<file path="src/rtl/regfile_read_port.sv">
// Register file read side: 8x16 storage fed by the write-back stream, with a single
// read port sequenced over two cycles to fetch an A/B operand pair for the ALU.
module regfile_read_port #(
    parameter int WIDTH = 16,
    parameter int AW    = 3
) (
    input  logic             clk,
    input  logic             reset_n,
    input  logic             write,
    input  logic [AW-1:0]    writenum,
    input  logic [WIDTH-1:0] data_in,
    input  logic             req_valid,
    output logic             req_ready,
    input  logic [AW-1:0]    rnum_a,
    input  logic [AW-1:0]    rnum_b,
    output logic             out_valid,
    input  logic             out_ready,
    output logic [WIDTH-1:0] a_out,
    output logic [WIDTH-1:0] b_out
);

    localparam int NREG = 1 << AW;

    typedef enum logic [1:0] {
        IDLE,
        READ_A,
        READ_B,
        HOLD
    } state_t;

    state_t           state_q, state_d;
    logic [WIDTH-1:0] regs_q [NREG];
    logic [WIDTH-1:0] regs_d [NREG];
    logic [AW-1:0]    ra_q, ra_d;
    logic [AW-1:0]    rb_q, rb_d;
    logic [WIDTH-1:0] a_q, a_d;
    logic [WIDTH-1:0] b_q, b_d;

    logic [AW-1:0]    rd_addr;
    logic [WIDTH-1:0] rd_data;

    // Write-back always lands, regardless of what the read sequencer is doing.
    always_comb begin
        regs_d = regs_q;
        if (write) begin
            regs_d[writenum] = data_in;
        end
    end

    // Single read port; a same-cycle write to the addressed register is forwarded.
    always_comb begin
        rd_addr = (state_q == READ_B) ? rb_q : ra_q;
        if (write && (writenum == rd_addr)) begin
            rd_data = data_in;
        end else begin
            rd_data = regs_q[rd_addr];
        end
    end

    always_comb begin
        state_d = state_q;
        ra_d    = ra_q;
        rb_d    = rb_q;
        a_d     = a_q;
        b_d     = b_q;
        unique case (state_q)
            IDLE: begin
                if (req_valid) begin
                    ra_d    = rnum_a;
                    rb_d    = rnum_b;
                    state_d = READ_A;
                end
            end
            READ_A: begin
                a_d     = rd_data;
                state_d = READ_B;
            end
            READ_B: begin
                b_d     = rd_data;
                state_d = HOLD;
            end
            HOLD: begin
                if (out_ready) begin
                    state_d = IDLE;
                end
            end
            default: state_d = IDLE;
        endcase
    end

    always_ff @(posedge clk or negedge reset_n) begin
        if (!reset_n) begin
            state_q <= IDLE;
            ra_q    <= '0;
            rb_q    <= '0;
            a_q     <= '0;
            b_q     <= '0;
            for (int i = 0; i < NREG; i++) begin
                regs_q[i] <= '0;
            end
        end else begin
            state_q <= state_d;
            ra_q    <= ra_d;
            rb_q    <= rb_d;
            a_q     <= a_d;
            b_q     <= b_d;
            for (int i = 0; i < NREG; i++) begin
                regs_q[i] <= regs_d[i];
            end
        end
    end

    assign req_ready = (state_q == IDLE);
    assign out_valid = (state_q == HOLD);
    assign a_out     = a_q;
    assign b_out     = b_q;

endmodule

</file>
<file path="config.mk">
export PLATFORM = sky130hd
export DESIGN_NAME = regfile_read_port
export DESIGN_NICKNAME = d
export VERILOG_FILES = /design/src/rtl/regfile_read_port.sv
export SDC_FILE = /design/constraint.sdc
export NUM_CORES = 1
export LEC_CHECK = 0
export ABC_AREA = 1
export CORE_ASPECT_RATIO = 1.5
export CORE_MARGIN = 4
export CORE_UTILIZATION = 59
export DETAILED_ROUTE_END_ITERATION = 6
export GPL_TIMING_DRIVEN = 0
export PLACE_DENSITY = 0.87
export SKIP_CTS_REPAIR_TIMING = 1
export SLEW_MARGIN = 0
export SYNTH_ARGS = -nofsm -noshare
export SYNTH_HDL_FRONTEND = slang
export SYNTH_SLANG_ARGS = --single-unit
</file>
<file path="constraint.sdc">
create_clock -name clk -period 2.1 [get_ports clk]
set_input_delay 0.525 -clock clk [delete_from_list [all_inputs] [get_ports clk]]
set_output_delay 0.525 -clock clk [all_outputs]
set_load 0.005 [all_outputs]
</file>
==> results.ini <==
[detailed_routing]
wl_mm=25.5
drtAntennaViolNets=0
drt_iter0_drc=983
wire_per_inst_um=18.9
drcViolationCount=1
vias=8145
dr.pass1.iters=7
via_per_inst=6.05

[worst_setup_path]
rrSetupSlack_ns=-0.08
end_kind=register
crit_fanout=8
cp.required_ns=2.47
critical-path-top-delay-family=simple AND/OR/NAND/NOR gates
crit_path_frequent_cell=nand2_1
crit_path_start_kind=register
critPathMaxStageDelay_ns=0.39
path_cells=inv_2 -> ha_1 -> buf_6 -> inv_6 -> buf_8 -> nand2_1 -> nand3_1 -> nand2_1 -> nor2_2 -> nand2_4 -> inv_8 -> clkbuf_16 -> nand2_2 -> nand2_2 -> nand2_1 -> nand2_1
crit_buf_inv=6
path_class=register to register
crit_slowest_cell=dfrtp_1
cp.arrival_ns=2.54

[layout]
n_fill_cell=907
multiInputGateArea_um2=3240
drive_above_1_share_pct=11.9
final_cells=1347
final_common_cell=nand2_1
num_antenna_cells=0
final_nets=1207
final_cell_area_um2=10200
layout_common_cells=314 x nand2_1, 168 x dfrtp_1, 167 x nand3_1, 150 x inv_1, 127 x o21ai_0
area_growth_pct=23.8
register_area_um2=4200
utilization_pct=75.1

[sta]
timing.final.crit_share_pct=104
setup_ws_ns=-0.0762
clock-skew-final_ns=0.00640
tightestPinTransition_ns=0.643
period_needed_ns=2.18
grt_setup_unrepaired=true
hold_viol=0
slew_headroom_pct=57.2
setup_viol_count_final=32
clock.fmax_mhz=460
slew_violations=0

[floorplanning]
die_y_um=153
initial_core_util_pct=60.6
die_w_um=105
die-area_um2=16000
ioPinCount=64
rows=52
core_area_um2=13600

[synth]
syn_area_um2=8240
synth_cells=1071
yosysWarnings=0
yosysSeqAreaShare_pct=51.0
syn-mean-instance-area_um2=7.70
synth.distinct_cells=23
syn-num-nets=1106
synth-seq-cells=168

[min_path]
hp-class=register to register

[grt]
antenna_found_initial=0
first_global_vias=7663
grt_use_total_pct=29.8
grt_first_pass_wirelength_mm=38.0
grt_max_degree=125
overflow=0

[power_and_ir_drop]
leakage_uw=0.00526
ir_drop_mv=0.841
power_density_nw_per_um2=1620

[place]
routabilityCongestion=0.926
dpl.hpwl_mm=16.2
placed_cells=1297
place_area_um2=9110
port_buffers=63

[clocking]
clock_latency_ns=0.43
cts_root_buffer=clkbuf_16
numCtsBuffers=17
path_clk_slew_ns=0.07
clockBufferDepth=2
cts_tree=yes
clock_sinks=168
h-tree-depth=4

[status]
status=complete, but fails checks
violations=design-rule violations, negative setup slack

[run]
cap_violations=0

[area by class of cell]
cell class,instances,share of cell area [%]
Multi-Input combinational cell,686,31.8
Clock inverter,15,2.10
Tap cell,162,1.99
Clock buffer,17,4.17
Sequential cell,168,41.2
Inverter,156,5.88
Buffer,61,4.49
Timing Repair Buffer,82,8.43
[synthesized netlist by cell type]
library cell,n,area share [%]
nand2_1,320,15
nand3_1,179,11
dfrtp_1,168,51
inv_1,154,7.0
o21ai_0,127,7.7
clkbuf_1,31,1.4
nand2_2,23,1.7
buf_2,19,1.2
nor2_1,13,0.59
a21oi_1,9,0.55
buf_4,6,0.55
ha_1,5,0.76
buf_6,3,0.41
nand2_4,3,0.41
nor2_2,2,0.15
nor3_1,2,0.12
buf_12,1,0.24
buf_8,1,0.18
inv_4,1,0.076
inv_6,1,0.11
nand3_2,1,0.12
o21ai_4,1,0.20
o22ai_1,1,0.076
[tightest hold or removal path, stage by stage, from the launching register on]
cell and delay (ns):
dfrtp_1 0.34, nand2_1 0.05, nand2_1 0.05
[routing by layer]
| metal | share of wire (%) | routed length, µm | track usage [%] | vias to the layer above |
|---|---|---|---|---|
| met4 | 7.3 | 1870 | 17.0 | 0 |
| met3 | 8.7 | 2230 | 5.55 | 183 |
| met5 | 0 | 0 | 0 | - |
| li1 | - | - | - | 3565 |
| met2 | 49 | 12500 | 50.1 | 602 |
| met1 | 35 | 8900 | 35.6 | 3795 |
[power by group]
| group | leakage (µW) | switching (µW) | internal, µW | total (µW) |
|---|---|---|---|---|
| clock | 0.000311 | 1410 | 2020 | 3430 |
| combinational | 0.00286 | 5160 | 3340 | 8500 |
| sequential | 0.00209 | 468 | 4100 | 4570 |
[cell families (layout without fill, tap and decap cells)]
group | Yosys count | after routing | share of synthesized area, %
AND/OR/NAND/NOR | 543 | 543 | 28.6
AO/OA/AOI/OAI | 138 | 138 | 8.53
adder cells (fa/ha/maj) | 5 | 5 | 0.759
buffers and inverters | 217 | 331 | 11.1
flip-flops | 168 | 168 | 51.0
[state kept, by name (all words and copies together), names as in the netlist]
register / flops
state_q: 2
rb_q: 3
a_out: 16
regs_q: 128
ra_q: 3
b_out: 16
[through the flow]
| stage | hold slack (ns) | power (µW) | worst slack, ns | setup TNS, ns |
|---|---|---|---|---|
| final | 0.478 | 16500 | -0.0762 | -1.23 |
| after global routing | 0.503 | 17400 | -0.173 | -4.30 |
| after CTS | -0.0104 | 14900 | -0.286 | -6.86 |
| after detailed placement | 0.433 | 11400 | -0.430 | -12.63 |
| after global placement | 0.461 | 11200 | -6.17 | -1045.45 |
| after floorplan | 0.229 | 9100 | 0.275 | 0 |
[final timing paths]
kind,to,start,cells after the start
min,b_out[12],b_out[12],2
min in group asynchronous,regs_q[47],reset_n,2
max in group asynchronous,regs_q[40],reset_n,3
max,b_out[6],state_q[0],16
min reg2reg,b_out[12],b_out[12],2
max reg2reg,b_out[6],state_q[0],16
Power figures use the tool's default switching activity.
==> patch 1: new RTL, same flow settings <==
Take the reset off `a_q` and `b_q` and load them in a clocked block of their own.
--- a/src/rtl/regfile_read_port.sv
+++ b/src/rtl/regfile_read_port.sv
@@ -94,6 +94,4 @@
             ra_q    <= '0;
             rb_q    <= '0;
-            a_q     <= '0;
-            b_q     <= '0;
             for (int i = 0; i < NREG; i++) begin
                 regs_q[i] <= '0;
@@ -103,10 +101,13 @@
             ra_q    <= ra_d;
             rb_q    <= rb_d;
-            a_q     <= a_d;
-            b_q     <= b_d;
             for (int i = 0; i < NREG; i++) begin
                 regs_q[i] <= regs_d[i];
             end
         end
+    end
+
+    always_ff @(posedge clk) begin
+        a_q <= a_d;
+        b_q <= b_d;
     end
 
Behaviour: differs if reset_n is asserted again (counterexample within 4 cycles, from zero or initial values and one cycle with reset_n low); with reset_n held inactive, the same outputs for 4 cycles.
==> patch 1 against the unedited design <==
Synthesized area shrank 3.6%; worst setup slack gained 0.060 ns; total power shrank 7.9%; sequential power grew 8.3%; critical path depth shrank 11; die area shrank 3.4%; wire length shrank 15%; sequential cell count is the same; cell area shrank 4.8%; the flow finishes with violations (negative setup slack); clock power shrank 9.9%; register-to-register slack gained 0.14 ns.
==> patch 1: results <==
pwr:
  p_clk_mw: 3.09
  seqPwrFrac_pct: 32.6
  p_leak_nw: 4.79
  ir_drop_uv: 663
detailed_routing:
  dr_wl_met3_microns: 1480
  m1WireLength_microns: 7560
  dr_wl_met2_microns: 11300
worst_hold_path:
  min_path_type: "in2async"
timing:
  fin_hold_ws_ns: 0.0495
  layout_setup_ws_ns: -0.0158
  setup_violations: 2
  worst_pin_slew_ns: 0.751
setup_path:
  arrival_ns: 2.41
  critPathMaxFanout: 10
  worstRegToRegCells: 11
  slowest_stage: "clkdlybuf4s50_1"
  r2r_slack_ns: 0.06
  crit_family: "buffers and inverters"
yosys:
  ys_top_cells_by_count: "nand2_1 (245), nand3_1 (181), inv_1 (160), dfrtp_1 (136), o21ai_0 (128)"
  synth_edf_count: 32
  syn-num-nets: 1011
  synthTopCellsByArea: "dfrtp_1 (43%), edfxtp_1 (12%), nand2_1 (12%), nand3_1 (11%), o21ai_0 (8.1%)"
  synth-compound-area-share_pct: 8.85
  ys_seq_area_share_pct: 54.9
  synthArstFlopShare_pct: 81.0
finish:
  nNetsFinal: 1107
global_route:
  first_global_vias: 6759
  grt_max_degree: 79
  track_usage_pct: 27.3
  grt_pass1_wl_microns: 32400
  grt.met2_usage_pct: 48.4
  use_met3_pct: 4.87
  met1_usage_pct: 30.4
status:
  violations: "negative setup slack"
  outcome: "complete, but fails checks"
placement:
  dp_slack_ns: -0.410
  dp_hpwl_microns: 14500
==> patch 1: changes by cell type after synthesis, sizes merged, moves of 3 or more <==
cell / delta
nand2: -95
inv: +6
buf: -3
clkbuf: -4
dfrtp: -32
edfxtp: +32
==> patch 1: logic make-up after synthesis <==
family	Yosys count
AOI/OAI and AO/OA	138
buffers and inverters	217
and+or+nand+nor	448
DFF	168
adders and majority gates	5
==> patch 1: how the worst max path moves through the flow <==
stage               slack, ns                    from  cells after the start                     end
floorplan                 0.1  state_q[0]$_DFFE_PN0P_                     11      a_out[0]$_DFFE_PN_
global placement        -4.70                 reset_n                      1  regs_q[18]$_DFFE_PN0P_
detailed placement      -0.41  state_q[0]$_DFFE_PN0P_                     11      a_out[3]$_DFFE_PN_
CTS                     -0.45  state_q[0]$_DFFE_PN0P_                     11      b_out[1]$_DFFE_PP_
global route            -0.03  state_q[0]$_DFFE_PN0P_                     13      b_out[4]$_DFFE_PP_
finish                  -0.02             writenum[2]                      5  regs_q[13]$_DFFE_PN0P_
==> patch 1: layout make-up <==
class                      count  area (sq um)
tap                          159           199
timing repair buffer          77           797
clock inverter                12           114
clock buffer                  20           468
inverter                     163           619
sequential                   168          4360
multi-input combinational    592          2800
buffer                        53           358
fill                         838          3360
==> patch 1: stage by stage <==
step	power [mW]	instance area (sq um)	instances
floorplan	8.82	7960	976
global placement	10.6	8790	1198
detailed placement	10.9	8820	1199
CTS	14.1	9400	1231
global route	16.1	9720	1244
finish	15.2	9720	1244
==> patch 1: worst register-to-register path, delay by kind of cell (launching register included) <==
kind	cells	cell delay, ns
adder cells (fa/ha/maj)	1	0.20
buffers and inverters	4	0.54
flip-flops	1	0.43
AND/OR/NAND/NOR	6	0.63
==> patch 2: new RTL, same settings <==
Without the edit above. `WIDTH`: 16 -> 18.
--- a/src/rtl/regfile_read_port.sv
+++ b/src/rtl/regfile_read_port.sv
@@ -2,5 +2,5 @@
 // read port sequenced over two cycles to fetch an A/B operand pair for the ALU.
 module regfile_read_port #(
-    parameter int WIDTH = 16,
+    parameter int WIDTH = 18,
     parameter int AW    = 3
 ) (
Interface: changed (resized a_out, b_out and data_in); port bits go from 64 to 70. No check against the original RTL was run, so the function may have changed too.
==> patch 2 against the unedited design <==
Critical path type unchanged; critical path depth shrank 1; sequential cell count rose by 20; non-clock buffer count fell by 2; utilization shrank 2.2 points; worst setup slack improved by 0.069 ns; largest power group unchanged; cell area up 8.1%; total power increased by 4.7%; wire length up 7.8%; highest routed layer unchanged; the flow finishes with violations (negative setup slack); synthesized area rose by 11%.
==> patch 2: results <==
status:
  violations: "negative setup slack"
  outcome: "complete, but fails checks"
pwr:
  ir_drop_uv: 713
  p_leak_nw: 5.65
timing:
  finClkSkew_ns: 0.00790
  tns_ns: -0.0120
  slew_headroom_pct: 58.9
  layout_setup_ws_ns: -0.00682
  setup_violations: 2
finish:
  largest_reg_flops: 144
  nNetsFinal: 1322
  drive_gt1_share_pct: 9.17
setup_path:
  critPathMaxFanout: 10
  critPathMaxStageDelay_ns: 0.41
detailed_routing:
  drt_iter0_markers: 919
  via_per_inst: 5.91
  dr.pass1.iters: 6
global_route:
  grt.met2_usage_pct: 52.1
  track_usage_pct: 31.8
  use_met3_pct: 5.63
placement:
  dp_hpwl_microns: 18400
  port_buffers: 69
  dp_slack_ns: -0.343
worst_hold_path:
  min_path_type: "in2async"
yosys:
  yosysUniqueCellTypes: 27
==> patch 2: cells by family after synthesis <==
kind of cell / Yosys count / synth area share (%)
flops: 188 / 51.4
buf+inv: 236 / 10.6
compound gates: 155 / 8.53
fa+ha+maj: 5 / 0.683
simple gates: 604 / 28.8
==> patch 2: metrics by stage <==
stage | cells | util [%] | area (sq um)
final | 1497 | 72.9 | 11000
after global routing | 1497 | 72.9 | 11000
after floorplan | 1188 | - | 9160
after detailed placement | 1457 | 66.9 | 10100
after CTS | 1489 | 70.9 | 10700
after global placement | 1456 | 66.7 | 10100
==> patch 2: power by group <==
part / internal (mW) / switching (mW) / total [mW]
registers: 4.58 / 0.547 / 5.13
clock network: 1.92 / 1.44 / 3.36
logic: 3.32 / 5.46 / 8.78
total: 9.82 / 7.45 / 17.3
==> patch 2: area by class of cell <==
cell class	instances	area (sq um)
Fill cell	1086	4110
Timing Repair Buffer	78	788
Sequential cell	188	4710
Clock buffer	20	447
Clock inverter	12	163
Tap cell	199	249
Inverter	173	667
Multi-Input combinational cell	764	3580
Buffer	63	433
==> patch 2: final timing paths <==
check	end	cells past startpoint	from	slack, ns
max	b_out[11]$_DFFE_PN0P_	15	state_q[0]$_DFFE_PN0P_	-0.007
min	regs_q[55]$_DFFE_PN0P_	1	reset_n	0.04
max reg2reg	b_out[11]$_DFFE_PN0P_	15	state_q[0]$_DFFE_PN0P_	-0.007
min reg2reg	b_out[2]$_DFFE_PN0P_	2	b_out[2]$_DFFE_PN0P_	0.48
max in group asynchronous	state_q[1]$_DFFE_PN0P_	2	reset_n	1.07
min in group clk	b_out[2]$_DFFE_PN0P_	2	b_out[2]$_DFFE_PN0P_	0.48
==> patch 2: routing by layer <==
metal	vias up	share of wire, %
met3	170	6.9
met2	544	51
met1	4203	34
met5	-	0
li1	3935	-
met4	0	8.6
